## src/rtl/mem_stage_access_ctrl.sv

```systemverilog
`default_nettype none
// ============================================================================
// Module  : mem_stage_access_ctrl
// Purpose : MEM-stage req/ack data-memory access controller with pipeline stall
// Revision: 1.0 - initial release
// ============================================================================
module mem_stage_access_ctrl #(
  parameter int WORD_LEN = 8,
  parameter int ADDR_LEN = 8,
  parameter int TIMEOUT  = 15
) (
  input  logic                clk,
  input  logic                rst,
  input  logic                PR3_MEM_read,
  input  logic                PR3_MEM_write,
  input  logic [WORD_LEN-1:0] PR3_alu_out,
  input  logic [WORD_LEN-1:0] PR3_RF_out2,
  output logic                mem_req,
  output logic                mem_we,
  output logic [ADDR_LEN-1:0] mem_addr,
  output logic [WORD_LEN-1:0] mem_wdata,
  input  logic                mem_ack,
  input  logic [WORD_LEN-1:0] mem_rdata,
  output logic                mem_stall,
  output logic [WORD_LEN-1:0] MEM_read_data,
  output logic                MEM_data_valid,
  output logic                mem_timeout,
  output logic                mem_conflict
);

  localparam int CNT_W = $clog2(TIMEOUT) + 1;
  localparam logic [CNT_W-1:0] c_last = CNT_W'(TIMEOUT - 1);

  typedef enum logic [1:0] {
    IDLE   = 2'd0,
    ACCESS = 2'd1,
    DONE   = 2'd2
  } state_t;

  state_t           r_state;
  logic [CNT_W-1:0] r_cnt;
  logic             w_start;

  assign w_start = PR3_MEM_read | PR3_MEM_write;

  // Stall asserts in the same cycle a request appears so PR3 is held for capture.
  always_comb begin
    mem_stall = 1'b0;
    case (r_state)
      IDLE:    mem_stall = w_start;
      ACCESS:  mem_stall = 1'b1;
      default: mem_stall = 1'b0;
    endcase
  end

  always_ff @(posedge clk or negedge rst) begin
    if (!rst) begin
      r_state        <= IDLE;
      r_cnt          <= '0;
      mem_req        <= 1'b0;
      mem_we         <= 1'b0;
      mem_addr       <= '0;
      mem_wdata      <= '0;
      MEM_read_data  <= '0;
      MEM_data_valid <= 1'b0;
      mem_timeout    <= 1'b0;
      mem_conflict   <= 1'b0;
    end else begin
      MEM_data_valid <= 1'b0;
      case (r_state)
        IDLE: begin
          if (w_start) begin
            mem_req   <= 1'b1;
            mem_we    <= PR3_MEM_write;
            mem_addr  <= PR3_alu_out[ADDR_LEN-1:0];
            mem_wdata <= PR3_RF_out2;
            r_cnt     <= '0;
            r_state   <= ACCESS;
            if (PR3_MEM_read && PR3_MEM_write) begin
              mem_conflict <= 1'b1;
            end
          end
        end
        ACCESS: begin
          if (mem_ack) begin
            mem_req <= 1'b0;
            if (!mem_we) begin
              MEM_read_data  <= mem_rdata;
              MEM_data_valid <= 1'b1;
            end
            r_state <= DONE;
          end else if (r_cnt == c_last) begin
            // Aborted loads return all ones so a consumer sees a recognisable value.
            mem_req     <= 1'b0;
            mem_timeout <= 1'b1;
            if (!mem_we) begin
              MEM_read_data  <= '1;
              MEM_data_valid <= 1'b1;
            end
            r_state <= DONE;
          end else begin
            r_cnt <= r_cnt + 1'b1;
          end
        end
        DONE:    r_state <= IDLE;
        default: r_state <= IDLE;
      endcase
    end
  end

endmodule
`default_nettype wire

```

## config.mk

```make
export PLATFORM = sky130hd
export DESIGN_NAME = mem_stage_access_ctrl
export DESIGN_NICKNAME = d
export VERILOG_FILES = /design/src/rtl/mem_stage_access_ctrl.sv
export SDC_FILE = /design/constraint.sdc
export NUM_CORES = 1
export LEC_CHECK = 0
export ABC_AREA = 1
export ABC_CLOCK_PERIOD_IN_PS = 1760
export CAP_MARGIN = 20
export CORE_ASPECT_RATIO = 0.8
export CORE_UTILIZATION = 44
export CTS_BUF_LIST = sky130_fd_sc_hd__clkbuf_4 sky130_fd_sc_hd__clkbuf_8 sky130_fd_sc_hd__clkbuf_16
export CTS_CLUSTER_DIAMETER = 150
export DETAILED_ROUTE_END_ITERATION = 12
export GPL_TIMING_DRIVEN = 1
export PLACE_DENSITY = 0.79
export REMOVE_ABC_BUFFERS = 1
export SLEW_MARGIN = 20
export SYNTH_ARGS = -nofsm -noshare
export SYNTH_HDL_FRONTEND = slang
export SYNTH_SLANG_ARGS = --single-unit
```

## constraint.sdc

```tcl
create_clock -name clk -period 1.76 [get_ports clk]
set_input_delay 0.176 -clock clk [delete_from_list [all_inputs] [get_ports clk]]
set_output_delay 0.176 -clock clk [all_outputs]
set_load 0.05 [all_outputs]
```

### After elaboration in Yosys (flattened, before gate mapping)

Cells that the tools add are included.
W data, S select, Z words.

| cells by class | value |
|---|---|
| add/sub/neg operators | 1 |
| bitwise logic cells | 2 |
| muxes and demuxes | 21 |
| reductions and logical operators | 11 |
| eq/ne operators | 8 |

Operator list:

| cell | count |
|---|---|
| $mux W8 | 4 |
| $mux W5 | 3 |
| $ne A2 B2 Y1 const B | 5 |
| $pmux W5 S2 | 1 |
| $reduce_and A3 Y1 | 3 |
| $reduce_and A4 Y1 | 2 |
| $mux W1 | 7 |
| $mux W2 | 3 |
| $add A5 B1 Y5 const B | 1 |
| $eq A5 B4 Y1 const B | 1 |
| $pmux W1 S2 | 2 |
| $pmux W2 S2 | 1 |
| $reduce_and A2 Y1 | 2 |
| $reduce_bool A2 Y1 | 2 |
| $ne A3 B3 Y1 const B | 1 |
| $eq A2 B1 Y1 const B | 1 |
| $logic_not A2 Y1 | 1 |
| $logic_and A1 B1 Y1 | 1 |
| $not A1 Y1 | 1 |
| $or A1 B1 Y1 | 1 |

| word-level totals | value |
|---|---|
| logic and storage cells | 53 |
| input port bits | 29 |
| bits in registers | 36 |
| output and inout bits | 30 |

### Logic depth before layout (Yosys ltp)

| logic depth | value |
|---|---|
| depth in word-level cells | 4 |
| mapped depth | 9 |

### Worst setup path before layout

OpenSTA, ideal clock, no wires.

| timing | value |
|---|---|
| kind | register -> output |
| start point | register r_state[1] |
| end point | output port mem_stall |
| stages on the path, launching flop included | 7 |
| arrival | 1296 ps |
| setup slack | 288 ps |
| path buffers | 1 |
| path through | dfrtp_1 > inv_2 > nand2_2 > a21oi_4 > inv_2 > buf_2 > nand2_1 |

| between the ends | value |
|---|---|
| cells in the longest elaborated chain, start to end | 2 |
| elaborated cells on any way between the ends | 3 |
| classes of those cells | eq/ne: 1; mux: 1; reduce/logical: 1 |

Ends and longest elaborated chain:

| what | line | source |
|---|---|---|
| start, declared | 40 | `state_t r_state;` |
| start signal, assigned | 58 | `r_state <= IDLE;` |
| start signal, assigned | 78 | `r_state <= ACCESS;` |
| start signal, assigned | 91 | `r_state <= DONE;` |
| $eq A2 B1 Y1 or $logic_not A2 Y1 (tied branches) | 49 | `case (r_state)` |
| $pmux W1 S2 (*) | 49 |  |
| end, declared | 24 | `output logic mem_stall,` |

Every way passes the cells marked *; elsewhere a longest branch is shown, timed or not.

### Worst setup path after layout

| timing | value |
|---|---|
| start point | register mem_wdata[0] |
| end point | output port mem_wdata[0] |

RTL lines:

| what | line | source |
|---|---|---|
| start, declared | 21 | `output logic [WORD_LEN-1:0] mem_wdata,` |
| start signal, assigned | 76 | `mem_wdata <= PR3_RF_out2;` |

No word-level cell between the ends.

==> impl_metrics.env <==
export IMPL_grt_overflow=0
export IMPL_synth_warnings=0
export IMPL_layout_common_cells="86 x nand2_1, 56 x clkdlybuf4s50_1, 36 x dfrtp_1"
export IMPL_clockBufferDepth=2
export IMPL_cts_tree="done"
export IMPL_reg2reg_to="r_cnt[3]"
export IMPL_final_common_cell="nand2_1"
export IMPL_outcome="completed"
export IMPL_holdPathEnd="mem_addr[6]"
export IMPL_r2r_setup_slack_ns=0.33
export IMPL_switchingPower_mw=2.29
export IMPL_comb_power_share_pct=56.4
export IMPL_vias_per_cell=4.71
export IMPL_crit_path_end_kind="output pin"
export IMPL_r2r_cells=9
export IMPL_ir_drop_mv=1.31
export IMPL_initial_core_util_pct=46.5
export IMPL_required_ns=1.58
export IMPL_syn2layout_area_growth_pct=46.6
export IMPL_placed_area_um2=2230
export IMPL_seq_area_um2=901
export IMPL_drv_cap=0
export IMPL_cp_num_buf_inv=1
export IMPL_powerDensity_nw_per_um2=2030
export IMPL_timing_final_crit_share_pct=93.1
export IMPL_syn_area_um2=1600
export IMPL_io_buffers=58
export IMPL_cp_arrival_ns=1.46
export IMPL_dieArea_um2=3890
export IMPL_crit_slowest_cell="clkdlybuf4s50_1"
export IMPL_synth_top_cell_area_share_pct=56.2
export IMPL_cts_resized=0
export IMPL_clkSinkCount=36
export IMPL_setup_slack_ns=0.121
export IMPL_worstHoldStart="PR3_alu_out[6]"
export IMPL_floorplan_rows=19
export IMPL_cp_start_kind="flop"
export IMPL_die_h_um=56.0
export IMPL_finClkSkew_ns=0.00335
export IMPL_synth_seq_cells=36
export IMPL_finalNetCount=280
export IMPL_rsz0062_at_grt="no"
export IMPL_worstSkewPairLatency_ns=0.28
export IMPL_crit_fanout=2
export IMPL_synth_top_area_cell="dfrtp_1"
export IMPL_cpPeakStageDelay_ns=0.82
export IMPL_post_route_drc_count=0
export IMPL_final_cell_area_um2=2350
export IMPL_post_cts_repair_setup_buffers=0
export IMPL_p_int_mw=2.48
export IMPL_fmax_mhz=610
export IMPL_rr_startpoint="r_cnt[0]"
export IMPL_vias=1375
export IMPL_syn_inst=185
export IMPL_gp_congestion=0.772
export IMPL_hp_class="in -> reg"
export IMPL_tightestPinTransition_ns=0.762
export IMPL_seq_power_share_pct=28.5
export IMPL_synth_distinct_cells=21
export IMPL_antenna_cells=0
export IMPL_drive_above_1_share_pct=12.8
export IMPL_finalSetupViolations=0
export IMPL_drt_iter0_drc=59
export IMPL_grt_pass1_wl_um=5680
export IMPL_cp_cell_sequence="clkdlybuf4s50_1"
export IMPL_detail_route_wirelength_um=3270
export IMPL_detail_route_wl_per_cell_um=11.2
export IMPL_yosysSeqAreaShare_pct=56.2
export IMPL_antenna_found_initial=0
export IMPL_grt_max_degree=37
export IMPL_path_clk_slew_ns=0.07
export IMPL_grt_pass1_vias=1258
export IMPL_swShare_pct=48.0
export IMPL_synth_area_leaders="dfrtp_1 56%, nand2_1 20%, nand4_1 3.1%, or2_2 3.1%, inv_1 2.3%"
export IMPL_fillers=298
export IMPL_critical_path_top_delay_family="buffers and inverters"
export IMPL_antenna_left=0
export IMPL_power_leakage_nw=1.18
export IMPL_whs_path_depth=3
export IMPL_cts_root_buf="clkbuf_8"
export IMPL_io_pins=59
export IMPL_htree_levels=2
export IMPL_relSlewSlack_pct=49.2
export IMPL_multi_input_area_um2=617
export IMPL_post_place_ws_ns=0.275
export IMPL_coreArea_um2=3450
export IMPL_die_w_um=69.5
export IMPL_worstSetupPathType="reg -> out"
export IMPL_hold_viol=0
export IMPL_cts_made_buffers=5
export IMPL_finalMaxSlewViolations=0
export IMPL_dp_hpwl_um=2350
export IMPL_p_clk_share_pct=15.0
export IMPL_drt_first_pass_iters=4
export IMPL_dpl_cell_count=283
export IMPL_final_cells=292
export IMPL_track_usage_pct=18.7
export IMPL_post_route_min_period_ns=1.64
export IMPL_syn_avg_cell_area_um2=8.67
export IMPL_tns_ns=0
[through the flow]
| step | util, % | power [mW] | hold WS [ns] |
|---|---|---|---|
| final | 68.2 | 4.77 | 0.424 |
| after global routing | 68.2 | 5.05 | 0.439 |
| after global placement | 64.7 | 4.05 | 0.301 |
| after detailed placement | 64.7 | 4.08 | 0.304 |
| after floorplan | - | 3.10 | -0.120 |
| after CTS | 68.2 | 4.82 | 0.416 |
[sequential cells by signal, summed over array words and instances (netlist names)]
name,count
mem_we,1
MEM_read_data,8
r_cnt,5
r_state,2
mem_req,1
mem_timeout,1
MEM_data_valid,1
mem_wdata,8
mem_conflict,1
mem_addr,8
[timing repair]
action / 4_1_cts / 5_1_grt
hold buffers: 1 / 0
endpoints found under the hold margin: 24 / 0
endpoints found under the setup margin: 0 / 0
[cells by family (layout without fill, tap and decap cells)]
| kind of cell | count (synthesis) | after routing | synth area share (%) |
|---|---|---|---|
| AOI/OAI and AO/OA | 4 | 4 | 2.34 |
| and+or+nand+nor | 123 | 123 | 34.0 |
| buffers and inverters | 19 | 84 | 5.38 |
| DFF | 36 | 36 | 56.2 |
| adders and majority gates | 2 | 2 | 1.56 |
| xor gates and xnor gates | 1 | 1 | 0.546 |
[cells in the mapped netlist]
cell type and number:
nor2_1 8, nand2_2 2, o22ai_1 1, nor2_2 1
dfrtp_1 36, buf_2 3, nand3_1 7, buf_4 1
buf_6 1, nand4_1 8, nand2_4 1, nand2_1 86
o21bai_1 2, ha_1 2, inv_2 4, nand3_4 1
nand3_2 1, inv_1 10, or2_2 8, xnor2_1 1
a21oi_4 1
[routing by layer]
| metal | vias up | global-route usage [%] | part of all wire, % |
|---|---|---|---|
| met5 | - | 0 | 0 |
| met4 | 0 | 7.00 | 1.2 |
| met3 | 5 | 7.43 | 10 |
| met2 | 57 | 27.6 | 43 |
| met1 | 612 | 24.7 | 45 |
| li1 | 701 | - | - |
[how the worst max path moves through the flow]
stage / slack, ns / startpoint / cells after the start / endpoint
2_1_floorplan: 0.19 / r_state[1] / 5 / mem_stall
3_3_place_gp: 0.33 / mem_ack / 6 / r_cnt[4]
3_5_place_dp: 0.27 / PR3_MEM_read / 7 / mem_addr[4]
4_1_cts: 0.1 / mem_wdata[0] / 1 / mem_wdata[0]
5_1_grt: 0.06 / mem_addr[4] / 1 / mem_addr[4]
6_report: 0.12 / mem_wdata[0] / 1 / mem_wdata[0]
[power by group through the flow]
stage               registers [mW]  clock network (mW)  logic (mW)
finish                        1.36               0.718        2.69
global placement              1.37                   0        2.68
floorplan                     2.41                   0       0.697
global route                  1.41               0.781        2.86
detailed placement            1.37                   0        2.71
CTS                           1.37               0.735        2.72
[area by class of cell]
cell class	count	area share, %
clock buffers	6	3.24
clock inverters	2	1.49
inverters	14	2.23
multi-input cells	130	26.2
flip-flops and latches	36	38.3
well taps	42	2.23
repair buffers	62	26.3
(Power assumes the default switching activity.)
==> RTL edit 1 (same flow settings) <==
The 3 states of `state_t` get a one-hot encoding in 3 bits.
--- a/src/rtl/mem_stage_access_ctrl.sv
+++ b/src/rtl/mem_stage_access_ctrl.sv
@@ -31,10 +31,10 @@
   localparam int CNT_W = $clog2(TIMEOUT) + 1;
   localparam logic [CNT_W-1:0] c_last = CNT_W'(TIMEOUT - 1);
 
-  typedef enum logic [1:0] {
-    IDLE   = 2'd0,
-    ACCESS = 2'd1,
-    DONE   = 2'd2
+  typedef enum logic [2:0] {
+    IDLE   = 3'b001,
+    ACCESS = 3'b010,
+    DONE   = 3'b100
   } state_t;
 
   state_t           r_state;
Check against the original RTL: same outputs for any inputs over 10 cycles, from zero or initial values and one cycle with rst low; not proved beyond that.
==> RTL edit 1 against the unedited design <==
  * Non-clock buffer count stayed put
  * Sequential share of layout area rose by 0.93 points
  * Sequential cell count rose by 1
  * Setup slack worse by 22 ps
  * Clock skew increased by 3.8 ps
  * Design area is 0.48% higher
  * Synthesized cell count down 2.2%
  * Routed wire length is 3.9% higher
  * Final cell count decreased by 1.7%
  * Total power fell by 4.5%
  * Area after synthesis is 2.3% higher
  * Largest power group unchanged
==> RTL edit 1: results <==
logic_synthesis:
  synth_cell_types: 24
  synth_seq_area_share_pct: 56.48
  synth-xor-area-share_pct: 1.067
  synth_common_cells: "nand2_1, dfrtp_1, inv_1"
  synth.avg_cell_area_um2: 9.069
  synth_compound_area_share_pct: 2.134
  synthAdderAreaFrac_pct: 1.524
pwr:
  pwr-share-clk_pct: 13.0
  irDropWorstVdd_mv: 1.124
  p_leak_uw: 0.001183
  p_sw_share_pct: 49.22
  power_density_nw_per_um2: 1929
drt:
  drtIter0Drc: 73
  wl_met1_um: 1526
  post_drt_wl_per_cell_um: 11.84
  highest_layer: "met4"
  wl_met3_um: 196
  vias: 1379
  dr_wl_met2_um: 1620
sta:
  period_needed_ps: 1661
  worst_pin_slew_ps: 521.7
  clock_skew_ps: 7.139
global_routing:
  grt.met2_usage_pct: 30.20
  track_usage_pct: 19.19
  gr-usage-met3_pct: 6.463
  grt_use_met1_pct: 24.97
  grt_max_degree: 38
  grt_pass1_wl_um: 5892
  grt_pass1_vias: 1348
critical_path:
  cp_top_family: "flip-flops"
  cp_data_arrival_time_ps: 1480
  reg2reg_to: "MEM_read_data[3]$_DFFE_PN0P_"
  crit_fanout: 5
  cp_slowest_cell: "dfstp_2"
place:
  place_ws_ps: 280.7
  dp.cells: 278
  placed_area_um2: 2257
  gp_congestion: 0.8545
cells_and_area:
  drive_gt1_share_pct: 12.65
  multi_input_area_um2: 620.6
  seq_cells: 37
  clk_share_pct: 3.864
  num-fill-cells: 288
  seq_share_pct: 39.23
  fin_cells: 287
  nonClkBufAreaFrac_pct: 26.15
  num-multi-input-gates: 124
floorplan:
  core_um2: 3495
min_path:
  worst_hold_startpoint: "PR3_alu_out[5]"
  holdPathEnd: "mem_addr[5]$_DFFE_PN0P_"
outcome:
  status: "finished, final reports clean"
==> RTL edit 1: cell count changes in the layout (fill, tap and decap cells not counted), moves of 2 or more <==
| cell | change |
|---|---|
| nand2_2 | -2 |
| nand2_1 | -4 |
| nor2_1 | -4 |
| clkinvlp_4 | +2 |
| inv_2 | -2 |
==> RTL edit 1: worst max-delay path by stage <==
stage | startpoint | end
final | r_state[0]$_DFFE_PN1P_ | mem_stall
after detailed placement | PR3_MEM_write | mem_stall
after global placement | PR3_MEM_write | mem_stall
after floorplan | r_state[0]$_DFFE_PN1P_ | mem_stall
after global routing | r_state[0]$_DFFE_PN1P_ | mem_stall
after CTS | r_state[0]$_DFFE_PN1P_ | mem_stall
==> RTL edit 1: repair_timing <==
action	4_1_cts	5_1_grt
buffers inserted	0	0
gates resized for setup	0	1
hold endpoints to repair	36	0
setup endpoints to repair	0	1
hold buffers	1	0
==> RTL edit 2 (same flow settings) <==
Without the edit above. `ADDR_LEN`: 8 -> 4.
--- a/src/rtl/mem_stage_access_ctrl.sv
+++ b/src/rtl/mem_stage_access_ctrl.sv
@@ -6,7 +6,7 @@
 // ============================================================================
 module mem_stage_access_ctrl #(
   parameter int WORD_LEN = 8,
-  parameter int ADDR_LEN = 8,
+  parameter int ADDR_LEN = 4,
   parameter int TIMEOUT  = 15
 ) (
   input  logic                clk,
Interface: changed (resized mem_addr); port bits go from 59 to 55. The function was not compared with the original's and may differ.
==> RTL edit 2 against the unedited design <==
  * Global-route usage grew 3.5 points
  * Routed wire length shrank 4.3%
  * Total power shrank 11%
  * Clock power grew 5.6%
  * Area after synthesis shrank 12%
  * Setup slack lost 25 ps
  * Sequential cell count shrank 4
  * Largest power group unchanged
  * Highest routed layer unchanged
  * Critical path type unchanged
  * Clock skew grew 3.7 ps
  * Design area shrank 12%
  * Synthesized cell count shrank 17%
==> RTL edit 2: results <==
pwr:
  p_leak_uw: 0.001018
  irDropWorstVdd_mv: 1.286
clocking:
  cts-root-buf: "clkbuf_8"
  clk_pin_slew_ps: 70
  h-tree-depth: 2
  cts_setup_buffers: 0
  cts_inserted_buffers: 5
  clockBufferDepth: 2
  clk_latency_ps: 280
  ctsResizeCount: 0
sta:
  final_max_slew_viol_count: 0
  worst_pin_slew_ps: 524.7
  clock_skew_ps: 7.102
global_routing:
  grt_max_degree: 33
  grt_use_met1_pct: 23.06
  grt.met2_usage_pct: 39.00
  track_usage_pct: 22.20
  gr-usage-met3_pct: 9.783
  grt_pass1_wl_um: 5375
  gr-total-overflow: 0
  antenna_found_initial: 0
  grt_pass1_vias: 1237
logic_synthesis:
  synth_compound_area_share_pct: 4.089
  synthAdderAreaFrac_pct: 1.778
  async_flop_share_pct: 100.0
  yosys_warnings: 0
  synth_common_cells: "nand2_1, dfrtp_1, nand4_1, or2_2, nand3_1"
  synth_seq_area_share_pct: 56.89
  synthTopCellsByArea: "dfrtp_1, nand2_1, nand4_1"
  synth_cell_types: 22
  synth_mux_area_share_pct: 0
  synthFlopType: "dfrtp_1"
  synth-xor-area-share_pct: 1.244
critical_path:
  r2r_slack_ps: 280
  rr_startpoint: "r_cnt[0]$_DFFE_PN0P_"
  cp_slowest_cell: "clkdlybuf4s50_1"
  cp_slowest_stage_delay_ps: 830
  cp_data_arrival_time_ps: 1490
  reg2reg_to: "MEM_read_data[4]$_DFFE_PN0P_"
  cp_top_family: "buffers and inverters"
  reg2regPathDepth: 9
  crit_fanout: 2
place:
  gp_congestion: 0.8127
  dp_hpwl_um: 2232
  portBuffers: 50
drt:
  drtIter0Drc: 30
  vias: 1197
  drtPass1Iterations: 4
  drc: 0
  drt_wl_total_um: 3129
cells_and_area:
  layout.nets: 241
  drive_gt1_share_pct: 17.06
  reg_top3: "MEM_read_data x8, mem_wdata x8, r_cnt x5"
  num-fill-cells: 213
  num_antenna_cells: 0
outcome:
  status: "finished, final reports clean"
min_path:
  hp-class: "in2async"
-- RTL edit 2: how the worst max path moves through the flow --
stage / startpoint / endpoint / cells past startpoint
floorplan: r_state[1]$_DFFE_PN0P_ / mem_stall / 3
global placement: PR3_MEM_write / mem_stall / 4
detailed placement: r_cnt[0]$_DFFE_PN0P_ / MEM_read_data[4]$_DFFE_PN0P_ / 9
CTS: mem_wdata[3]$_DFFE_PN0P_ / mem_wdata[3] / 1
global route: mem_wdata[3]$_DFFE_PN0P_ / mem_wdata[3] / 1
finish: mem_wdata[3]$_DFFE_PN0P_ / mem_wdata[3] / 1
-- RTL edit 2: stage by stage --
stage | setup WS [ps] | total power [µW] | cells | area (µm²) | hold slack, ps
floorplan | 457.2 | 2689 | 150 | 1381 | -119.6
global route | 50.02 | 4486 | 249 | 2076 | 335.5
detailed placement | 307.5 | 3493 | 241 | 1949 | 465.0
finish | 95.99 | 4232 | 249 | 2076 | 288.1
CTS | 78.22 | 4278 | 249 | 2076 | 300.9
global placement | 353.1 | 3435 | 241 | 1949 | 454.9
-- RTL edit 2: cells by family (layout without fill, tap and decap cells) --
family                   after synthesis  count (layout)
buffers and inverters                 17              74
AO/OA/AOI/OAI                          9               9
flip-flops                            32              32
XOR/XNOR                               2               2
adder cells (fa/ha/maj)                2               2
AND/OR/NAND/NOR                       92              92
-- RTL edit 2: worst reg2reg max path: stages, from the launching register on --
cell     delay, ps
dfrtp_1        430
inv_1           80
ha_1           140
inv_1           50
nor2_2         150
nand2_4         80
nand2_4        130
nand3_4        140
nand2_1        100
nand2_1         60
-- RTL edit 2: final cells by class --
cell class | count | area share (%)
Clock buffer | 7 | 4.641
Multi-Input combinational cell | 105 | 25.56
Tap cell | 38 | 2.291
Sequential cell | 32 | 38.58
Clock inverter | 1 | 1.447
Inverter | 13 | 2.411
Timing Repair Buffer | 53 | 25.08
-- RTL edit 2: routing by layer --
metal  wire length [µm]  part of all wire (%)
met3                277                   8.9
met4                 47                   1.5
met1               1234                    39
met5                  0                     0
met2               1569                    50
-- RTL edit 2: power breakdown --
part | switching, µW | internal, µW
logic | 1550 | 715
registers | 179 | 1030
clock network | 259 | 499
